===== src/rtl/cpu_pkg.sv =====
// Shared definitions for the RAM image loader: state encoding, error codes,
// default RAM geometry and small state-classification helpers.
package cpu_pkg;

    localparam int RAM_WIDTH_DEFAULT     = 16;
    localparam int RAM_ADDR_BITS_DEFAULT = 12;

    localparam logic [3:0] ST_IDLE   = 4'd0;
    localparam logic [3:0] ST_LEN_HI = 4'd1;
    localparam logic [3:0] ST_LEN_LO = 4'd2;
    localparam logic [3:0] ST_DAT_HI = 4'd3;
    localparam logic [3:0] ST_DAT_LO = 4'd4;
    localparam logic [3:0] ST_SUM_HI = 4'd5;
    localparam logic [3:0] ST_SUM_LO = 4'd6;
    localparam logic [3:0] ST_VERIFY = 4'd7;
    localparam logic [3:0] ST_DRAIN  = 4'd8;
    localparam logic [3:0] ST_CHECK  = 4'd9;
    localparam logic [3:0] ST_DONE   = 4'd10;
    localparam logic [3:0] ST_ERR    = 4'd11;

    localparam logic [1:0] ERR_NONE = 2'd0;
    localparam logic [1:0] ERR_LEN  = 2'd1;
    localparam logic [1:0] ERR_SUM  = 2'd2;

    // States in which the loader takes bytes from the receiver.
    function automatic logic is_byte_state(input logic [3:0] st);
        return st inside {ST_LEN_HI, ST_LEN_LO, ST_DAT_HI, ST_DAT_LO, ST_SUM_HI, ST_SUM_LO};
    endfunction

    // Resting states: the only ones where a start pulse is honoured.
    function automatic logic is_rest_state(input logic [3:0] st);
        return st inside {ST_IDLE, ST_DONE, ST_ERR};
    endfunction

endpackage


===== src/rtl/ram_loader_verify_accum.sv =====
// Read-back checksum: delays the read-issue flag to line up with RAM data,
// accumulates a wrapping sum and compares it with the frame trailer.
module verify_accum
    import cpu_pkg::*;
#(
    parameter int WIDTH = RAM_WIDTH_DEFAULT
) (
    input  logic             clk,
    input  logic             reset,
    input  logic             clear,
    input  logic             rd_issue,
    input  logic [WIDTH-1:0] rd_data,
    input  logic [WIDTH-1:0] expected,
    output logic             match
);

    logic             rd_valid_reg;
    logic [WIDTH-1:0] acc_reg;

    always_ff @(posedge clk) begin
        if (reset || clear) begin
            rd_valid_reg <= 1'b0;
            acc_reg      <= '0;
        end else begin
            // RAM data for a read issued in cycle t is present in cycle t+1.
            rd_valid_reg <= rd_issue;
            if (rd_valid_reg) begin
                acc_reg <= acc_reg + rd_data;
            end
        end
    end

    assign match = (acc_reg == expected);

endmodule


===== src/rtl/ram_loader.sv =====
// Loads a length/data/checksum framed byte stream into block RAM from address 0,
// then reads the image back and verifies its sum against the trailer.
module ram_loader
    import cpu_pkg::*;
#(
    parameter int RAM_WIDTH     = RAM_WIDTH_DEFAULT,
    parameter int RAM_ADDR_BITS = RAM_ADDR_BITS_DEFAULT
) (
    input  logic                     clk,
    input  logic                     reset,
    input  logic                     start,
    input  logic                     byte_valid,
    input  logic [7:0]               byte_data,
    output logic                     byte_ready,
    output logic                     ram_en,
    output logic                     ram_wr_en,
    output logic [RAM_ADDR_BITS-1:0] ram_addr,
    output logic [RAM_WIDTH-1:0]     ram_data_in,
    input  logic [RAM_WIDTH-1:0]     ram_data_out,
    output logic                     busy,
    output logic                     done,
    output logic [1:0]               err_code
);

    // Word counts need one extra bit so a full 2**RAM_ADDR_BITS image is representable.
    localparam int CNT_W = RAM_ADDR_BITS + 1;

    logic [3:0]               state_reg, state_next;
    logic                     byte_ready_reg;
    logic                     busy_reg;
    logic                     done_reg;
    logic [1:0]               err_code_reg;
    logic                     ram_en_reg;
    logic                     ram_wr_en_reg;
    logic [RAM_ADDR_BITS-1:0] ram_addr_reg;
    logic [RAM_WIDTH-1:0]     ram_data_in_reg;

    logic [7:0]               len_hi_reg;
    logic [7:0]               dat_hi_reg;
    logic [7:0]               sum_hi_reg;
    logic [CNT_W-1:0]         len_reg;
    logic [RAM_WIDTH-1:0]     sum_reg;
    logic [RAM_ADDR_BITS-1:0] wptr_reg;
    logic [CNT_W-1:0]         rptr_reg;

    logic        accept;
    logic        start_ok;
    logic [15:0] len_word;
    logic        len_over;
    logic        len_zero;
    logic        last_word;
    logic        sum_match;

    assign accept    = byte_valid && byte_ready_reg;
    assign start_ok  = start && is_rest_state(state_reg);
    assign len_word  = {len_hi_reg, byte_data};
    assign len_over  = {16'd0, len_word} > (32'd1 << RAM_ADDR_BITS);
    assign len_zero  = (len_word == 16'd0);
    assign last_word = ({1'b0, wptr_reg} + CNT_W'(1)) == len_reg;

    always_comb begin
        state_next = state_reg;
        case (state_reg)
            ST_IDLE, ST_DONE, ST_ERR: begin
                if (start) state_next = ST_LEN_HI;
            end
            ST_LEN_HI: if (accept) state_next = ST_LEN_LO;
            ST_LEN_LO: begin
                if (accept) begin
                    if (len_over)      state_next = ST_ERR;
                    else if (len_zero) state_next = ST_SUM_HI;
                    else               state_next = ST_DAT_HI;
                end
            end
            ST_DAT_HI: if (accept) state_next = ST_DAT_LO;
            ST_DAT_LO: if (accept) state_next = last_word ? ST_SUM_HI : ST_DAT_HI;
            ST_SUM_HI: if (accept) state_next = ST_SUM_LO;
            // An empty image skips straight to DRAIN so the verdict still lands two edges later.
            ST_SUM_LO: if (accept) state_next = (len_reg == '0) ? ST_DRAIN : ST_VERIFY;
            ST_VERIFY: if (rptr_reg == len_reg) state_next = ST_DRAIN;
            ST_DRAIN:  state_next = ST_CHECK;
            ST_CHECK:  state_next = sum_match ? ST_DONE : ST_ERR;
            default:   state_next = ST_IDLE;
        endcase
    end

    always_ff @(posedge clk) begin
        if (reset) begin
            state_reg       <= ST_IDLE;
            byte_ready_reg  <= 1'b0;
            busy_reg        <= 1'b0;
            done_reg        <= 1'b0;
            err_code_reg    <= ERR_NONE;
            ram_en_reg      <= 1'b0;
            ram_wr_en_reg   <= 1'b0;
            ram_addr_reg    <= '0;
            ram_data_in_reg <= '0;
            len_hi_reg      <= '0;
            dat_hi_reg      <= '0;
            sum_hi_reg      <= '0;
            len_reg         <= '0;
            sum_reg         <= '0;
            wptr_reg        <= '0;
            rptr_reg        <= '0;
        end else begin
            state_reg      <= state_next;
            byte_ready_reg <= is_byte_state(state_next);
            busy_reg       <= !is_rest_state(state_next);
            // RAM strobes are single-cycle unless re-armed below.
            ram_en_reg     <= 1'b0;
            ram_wr_en_reg  <= 1'b0;

            case (state_reg)
                ST_IDLE, ST_DONE, ST_ERR: begin
                    if (start_ok) begin
                        done_reg     <= 1'b0;
                        err_code_reg <= ERR_NONE;
                        wptr_reg     <= '0;
                        rptr_reg     <= '0;
                    end
                end
                ST_LEN_HI: if (accept) len_hi_reg <= byte_data;
                ST_LEN_LO: begin
                    if (accept) begin
                        len_reg <= CNT_W'(len_word);
                        if (len_over) err_code_reg <= ERR_LEN;
                    end
                end
                ST_DAT_HI: if (accept) dat_hi_reg <= byte_data;
                ST_DAT_LO: begin
                    if (accept) begin
                        ram_en_reg      <= 1'b1;
                        ram_wr_en_reg   <= 1'b1;
                        ram_addr_reg    <= wptr_reg;
                        ram_data_in_reg <= RAM_WIDTH'({dat_hi_reg, byte_data});
                        wptr_reg        <= wptr_reg + 1'b1;
                    end
                end
                ST_SUM_HI: if (accept) sum_hi_reg <= byte_data;
                ST_SUM_LO: begin
                    if (accept) begin
                        sum_reg <= RAM_WIDTH'({sum_hi_reg, byte_data});
                        if (len_reg != '0) begin
                            ram_en_reg   <= 1'b1;
                            ram_addr_reg <= '0;
                            rptr_reg     <= CNT_W'(1);
                        end
                    end
                end
                ST_VERIFY: begin
                    if (rptr_reg != len_reg) begin
                        ram_en_reg   <= 1'b1;
                        ram_addr_reg <= rptr_reg[RAM_ADDR_BITS-1:0];
                        rptr_reg     <= rptr_reg + 1'b1;
                    end
                end
                ST_CHECK: begin
                    if (sum_match) done_reg     <= 1'b1;
                    else           err_code_reg <= ERR_SUM;
                end
                default: ;
            endcase
        end
    end

    verify_accum #(
        .WIDTH (RAM_WIDTH)
    ) u_verify_accum (
        .clk      (clk),
        .reset    (reset),
        .clear    (start_ok),
        .rd_issue (ram_en_reg && !ram_wr_en_reg),
        .rd_data  (ram_data_out),
        .expected (sum_reg),
        .match    (sum_match)
    );

    assign byte_ready  = byte_ready_reg;
    assign busy        = busy_reg;
    assign done        = done_reg;
    assign err_code    = err_code_reg;
    assign ram_en      = ram_en_reg;
    assign ram_wr_en   = ram_wr_en_reg;
    assign ram_addr    = ram_addr_reg;
    assign ram_data_in = ram_data_in_reg;

endmodule


===== config.mk =====
export PLATFORM = sky130hd
export DESIGN_NAME = ram_loader
export DESIGN_NICKNAME = d
export VERILOG_FILES = /design/src/rtl/cpu_pkg.sv /design/src/rtl/ram_loader_verify_accum.sv /design/src/rtl/ram_loader.sv
export SDC_FILE = /design/constraint.sdc
export NUM_CORES = 1
export LEC_CHECK = 0
export ABC_AREA = 1
export CAP_MARGIN = 20
export CELL_PAD_IN_SITES_DETAIL_PLACEMENT = 1
export CELL_PAD_IN_SITES_GLOBAL_PLACEMENT = 1
export CORE_MARGIN = 3
export CORE_UTILIZATION = 42
export DETAILED_ROUTE_END_ITERATION = 12
export PLACE_DENSITY_LB_ADDON = 0.2
export SKIP_CTS_REPAIR_TIMING = 1
export SLEW_MARGIN = 10
export SYNTH_ARGS = -nofsm -noshare
export SYNTH_HDL_FRONTEND = slang
export SYNTH_SLANG_ARGS = --single-unit

===== constraint.sdc =====
create_clock -name clk -period 2.55 [get_ports clk]
set_clock_uncertainty 0.2 [all_clocks]
set_input_delay 0.51 -clock clk [delete_from_list [all_inputs] [get_ports clk]]
set_output_delay 0.51 -clock clk [all_outputs]
set_load 0.1 [all_outputs]

== Word-level counts from Yosys, hierarchy flattened ==
Index checks and enable logic that the tools add are counted.

* Register bits after elaboration: 134
* Word-level logic and storage cells: 128

* Add/subtract/negate cells: 4
* $lt $le $gt $ge: 1
* Equality and inequality tests: 32
* Multiplexer cells: 40
* Bitwise logic cells: 1
* Reductions and logical operators: 32

{| class="wikitable"
|+ Operators with widths
! cell !! number
|-
| 12-bit two-way mux || 6
|-
| 13-bit two-way mux || 4
|-
| 4-bit two-way mux || 10
|-
| 4-bit one-hot mux with 10 select lines || 1
|-
| 13-bit one-hot mux with 3 select lines || 1
|-
| 12-bit one-hot mux with 3 select lines || 1
|-
| 4-bit by 3-bit == test with 1-bit output, second input constant || 7
|-
| 13-bit == test || 2
|-
| 4-bit == test, second input constant || 6
|-
| 12-bit one-hot mux with 2 select lines || 1
|-
| 16-bit adder || 1
|-
| 16-bit == test || 1
|-
| 4-bit by 2-bit == test with 1-bit output, second input constant || 4
|-
| 16-bit by 13-bit > comparator with 1-bit output, second input constant || 1
|-
| 16-bit zero test || 1
|-
| 2-bit inequality test, second input constant || 8
|-
| 5-bit AND reduction || 3
|-
| 3-bit nonzero test || 5
|-
| 12-bit by 1-bit adder with 13-bit output, second input constant || 1
|-
| 13-bit by 1-bit adder with 13-bit output, second input constant || 1
|-
| 13-bit zero test || 1
|-
| 13-bit inequality test || 1
|-
| 13-bit nonzero test || 1
|-
| 12-bit by 1-bit adder with 12-bit output, second input constant || 1
|-
| other kinds (19) || 41
|}

== Longest topological paths before layout ==
* Depth after elaboration: 8
* Mapped depth: 17

== Hierarchy ==
A second synthesis with hierarchy kept.

* Cell total of the unflattened synthesis: 1118
* Area, all modules: 7449.6 um^2

{| class="wikitable"
|+ Modules (own cells, without submodules)
! module !! instances !! cells an instance !! area each (um^2) !! sequential area each (um^2)
|-
| ram_loader || 1 || 818 || 5681.7 || 2342.2
|-
| verify_accum || 1 || 300 || 1767.9 || 340.3
|}

== Worst setup path after synthesis ==
No wires, ideal clock.

* Path type: register to register
* Start point: register byte_ready_reg, in the netlist byte_ready
* End point: register busy_reg, in the netlist busy
* Data arrival time: 2292 ps
* Data required time: 2236 ps
* Slack: -56 ps
* Cell stages (with the launch flop): 14
* Path buffers: 0
* Path through: dfxtp_1 -> nand2_2 -> inv_1 -> nand3_1 -> nor2_1 -> nand3_1 -> nor2_1 -> nand3_1 -> nor2_1 -> nand4_1 -> nand2_1 -> nand3_1 -> o21bai_1 -> nor2_1

* Cells in the longest elaborated chain, start to end: 6

{| class="wikitable"
|+ RTL lines
! item !! line !! RTL
|-
| start: declaration || ram_loader.sv:29 || <nowiki>logic byte_ready_reg;</nowiki>
|-
| start signal: assignment || ram_loader.sv:107 || <nowiki>byte_ready_reg <= is_byte_state(state_next);</nowiki>
|-
| 1-bit logical AND (*) || ram_loader.sv:54 || <nowiki>assign accept = byte_valid && byte_ready_reg;</nowiki>
|-
| 4-bit two-way mux (tied with other cells) || ram_loader.sv:79 || <nowiki>ST_SUM_LO: if (accept) state_next = (len_reg == '0) ? ST_DRAIN : ST_VERIFY;</nowiki>
|-
| 4-bit one-hot mux with 10 select lines (*) || ram_loader.sv:63 || <nowiki>case (state_reg)</nowiki>
|-
| 4-bit == test or 4-bit zero test (tied branches) || cpu_pkg.sv:32 || <nowiki>return st inside {ST_IDLE, ST_DONE, ST_ERR};</nowiki>
|-
| 3-bit nonzero test (*) || cpu_pkg.sv:32 ||
|-
| 1-bit zero test (*) || ram_loader.sv:108 || <nowiki>busy_reg <= !is_rest_state(state_next);</nowiki>
|-
| end signal: assignment || ram_loader.sv:108 ||
|-
| end: declaration || ram_loader.sv:30 || <nowiki>logic busy_reg;</nowiki>
|}

Every way passes the cells marked *; elsewhere a longest branch is shown, timed or not.
A chain may end at the register's enable or synchronous reset.

== Worst setup path after layout ==
* Start point: input port ram_data_out[0]
* End point: register u_verify_accum.acc_reg[8]

* Cells in the longest elaborated chain, start to end: 1

{| class="wikitable"
|+ RTL lines
! item !! line !! RTL
|-
| start: declaration || ram_loader.sv:19 || <nowiki>input logic [RAM_WIDTH-1:0] ram_data_out,</nowiki>
|-
| 16-bit adder || ram_loader_verify_accum.sv:28 || <nowiki>acc_reg <= acc_reg + rd_data;</nowiki>
|-
| end signal: assignment || ram_loader_verify_accum.sv:28 ||
|-
| end: declaration || ram_loader_verify_accum.sv:18 || <nowiki>logic [WIDTH-1:0] acc_reg;</nowiki>
|}

No other way between the ends.

==> metrics <==
Lkg Pwr=3.900 nW; reg-to-reg endpoint=busy; status=completed; clk sink count=134; CP Data Required Time=2680 ps; CP max FO=3; final cycle utilization of the critical path=0.9639; Max Clock Freq=406.8 MHz; worst path cell trace=clkdlybuf4s50_1 > ha_1 > inv_1 > fa_2 > o21ai_2 > nand2_1 > nand2_1 > a21oi_2 > o21ai_2 > buf_4 > xor2_1 > o21ai_0 > inv_1; Hold Path Sink=u_verify_accum.rd_valid_reg; global-route wire length before repair=36780 µm; Synth async-reset ratio=0; Post-Syn Area=6903 µm²; Via Count=6989; Die Area=18010 µm²; Logic pwr share=0.089; Fillers=2129; YS warnings=0; pin count of the biggest net entering global routing=76; Peak supply drop=512.2 µV; post-route ant nets=0; total track usage=0.2581; port bufs=62; worst-case reg-to-reg path depth=13; TritonCTS buffer count=17; max_cap viols=0; final-report setup violation count=0; post-synth top area share=0.3886; Final Wtd Congestion=0.8950; RSZ-0062 raised after global routing=true; Worst-Skew Late Latency=440 ps; Core Region=16000 µm²; startpoint type of the worst setup path=primary input; Area Growth Syn to Fin=26.90%; hold_sp=ram_wr_en; met2 wire length=11280 µm; ant diodes=0; count of mapped cells out of synthesis=975; Clock Path Buffers=2; met1 WL=10210 µm; hold slack final=239.7 ps; fin. max-slew vios=0; WHS Path Cells=1; Synth cell types=44; CTS tree=yes; worst hold-check path type=register to register; Die W=134.2 µm; Die H=134.2 µm; flops & latches, synth=134; final hold vios=0; power per cell area=574.4 nW/µm²; post-synthesis sequential area ratio=0.3886; DRT Pass-1 Iters=6; layout cells sized above 1=0.1762; Reg clk slew, reported paths=70 ps; Sequential Power Share=0.424; Final Total Pwr=5.032 mW; Setup CP Type=primary input to register; count leader, synth=nor2_1; number of enable flip-flop cells after synthesis=0; Root Buffer=clkbuf_16; vias in the first global route=7186; CP max stage cell=clkdlybuf4s50_1; worst reg2reg path startpoint=state_reg[2]; final WL=22900 µm; slowest stage delay, CP=460 ps; DRC=0; fin nets=1140; switching part of the total=0.2600; leading area contributor after synthesis=dfxtp_1; # rows=46; r2r setup slk=160 ps; list of most frequent post-synthesis cells=nor2_1, nand2_1, dfxtp_1, o21ai_0, inv_1; initial core utilization=0.4314; worst slew pin tran=623.5 ps; Post-Syn Area per Cell=7.080 µm²; switching power=1.308 mW; initial DRC count=326; crit path capture type=register; final cell count without fillers=1323; global route overflow=0; clock share of power=0.487; highest metal used=met4; Arrival @ worst endpoint=2590 ps; Area contributors post-synth=dfxtp_1, nor2_1, nand2_1; post-synthesis net count=1021; WL/cell=17.31 µm; Slew headroom=0.5839; I/O pin count=63; initial antenna violation count=0; CTS H-tree depth=4; vias per cell=5.283; Int Pwr=3.724 mW; routed wl met3=739 µm; Detailed Place HPWL=16530 µm; Top FF cell, synth=dfxtp_1; Placed Cells=1288; minimum clock period=2458 ps
critical path, delay by kind of cell:
kind,cells,cell delay [ps]
buffers and inverters,4,710
AOI/OAI and AO/OA,4,650
adders and majority gates,2,510
and+or+nand+nor,2,140
xor gates and xnor gates,1,60
area by class of cell:
| class | instances | area, µm² | area share |
|---|---|---|---|
| Clock buffer | 18 | 429.2 | 0.04899 |
| Timing Repair Buffer | 134 | 1099 | 0.1254 |
| Inverter | 104 | 395.4 | 0.04514 |
| Tap cell | 216 | 270.3 | 0.03085 |
| Sequential cell | 134 | 2685 | 0.3065 |
| Multi-Input combinational cell | 703 | 3730 | 0.4258 |
| Clock inverter | 14 | 151.4 | 0.01728 |
power by group through the flow:
| stage | clock network (mW) | logic (mW) | registers (mW) |
|---|---|---|---|
| after floorplan | 0 | 0.216 | 2.21 |
| after global placement | 0 | 0.433 | 2.18 |
| after detailed placement | 0 | 0.442 | 2.18 |
| after CTS | 2.49 | 0.447 | 2.13 |
| after global routing | 2.58 | 0.489 | 2.13 |
| final | 2.45 | 0.448 | 2.13 |
layout by cell type (no fill, tap or decap), types with 6 or more instances in the layout:
cell type	netlist	routed
xor2_1	25	25
o21ai_1	6	7
buf_4	0	105
ha_1	17	16
inv_1	91	91
xnor2_1	14	14
nor2_2	6	7
clkbuf_16	0	17
a221oi_1	12	12
a21oi_1	81	80
o21ai_2	2	6
o21ai_0	95	90
nor2_1	161	159
dfxtp_1	134	132
nand2_2	6	8
nand3_1	56	55
nand4_1	15	15
nand2_1	149	147
clkdlybuf4s50_1	0	27
nor3_1	16	16
inv_2	11	11
stage by stage:
step	util	setup WS [ps]	TNS, ps	cell area (µm²)
after floorplan	-	138.1	0	6904
after detailed placement	0.5061	-532.3	-4581	8098
after CTS	0.5424	-74.73	-161.2	8678
final	0.5475	91.94	0	8760
after global placement	0.5061	-460.9	-3333	8098
after global routing	0.5475	-45.27	-83.19	8760
cell families after synthesis:
| logic type | Yosys count | synth area share |
|---|---|---|
| xor+xnor | 40 | 0.05275 |
| fa+ha+maj | 18 | 0.03371 |
| flops | 134 | 0.3886 |
| buf+inv | 138 | 0.07939 |
| compound gates | 217 | 0.1735 |
| simple gates | 428 | 0.2721 |
metal layers:
| metal | track usage | vias to the layer above |
|---|---|---|
| li1 | - | 3473 |
| met2 | 0.4439 | 135 |
| met3 | 0.05326 | 49 |
| met1 | 0.3208 | 3332 |
| met4 | 0.09163 | 0 |
| met5 | 0 | - |
how the worst max path moves through the flow:
stage	from	to	slack (ps)	cells past startpoint
6_report	ram_data_out[0]	u_verify_accum.acc_reg[8]	90	13
5_1_grt	ram_data_out[0]	u_verify_accum.acc_reg[12]	-50	14
4_1_cts	ram_data_out[0]	u_verify_accum.acc_reg[12]	-70	14
3_5_place_dp	ram_data_out[0]	u_verify_accum.acc_reg[10]	-530	13
3_3_place_gp	ram_data_out[0]	u_verify_accum.acc_reg[12]	-460	14
2_1_floorplan	ram_data_out[0]	u_verify_accum.acc_reg[12]	140	13
Note: power is estimated with default switching activity, not from simulation.
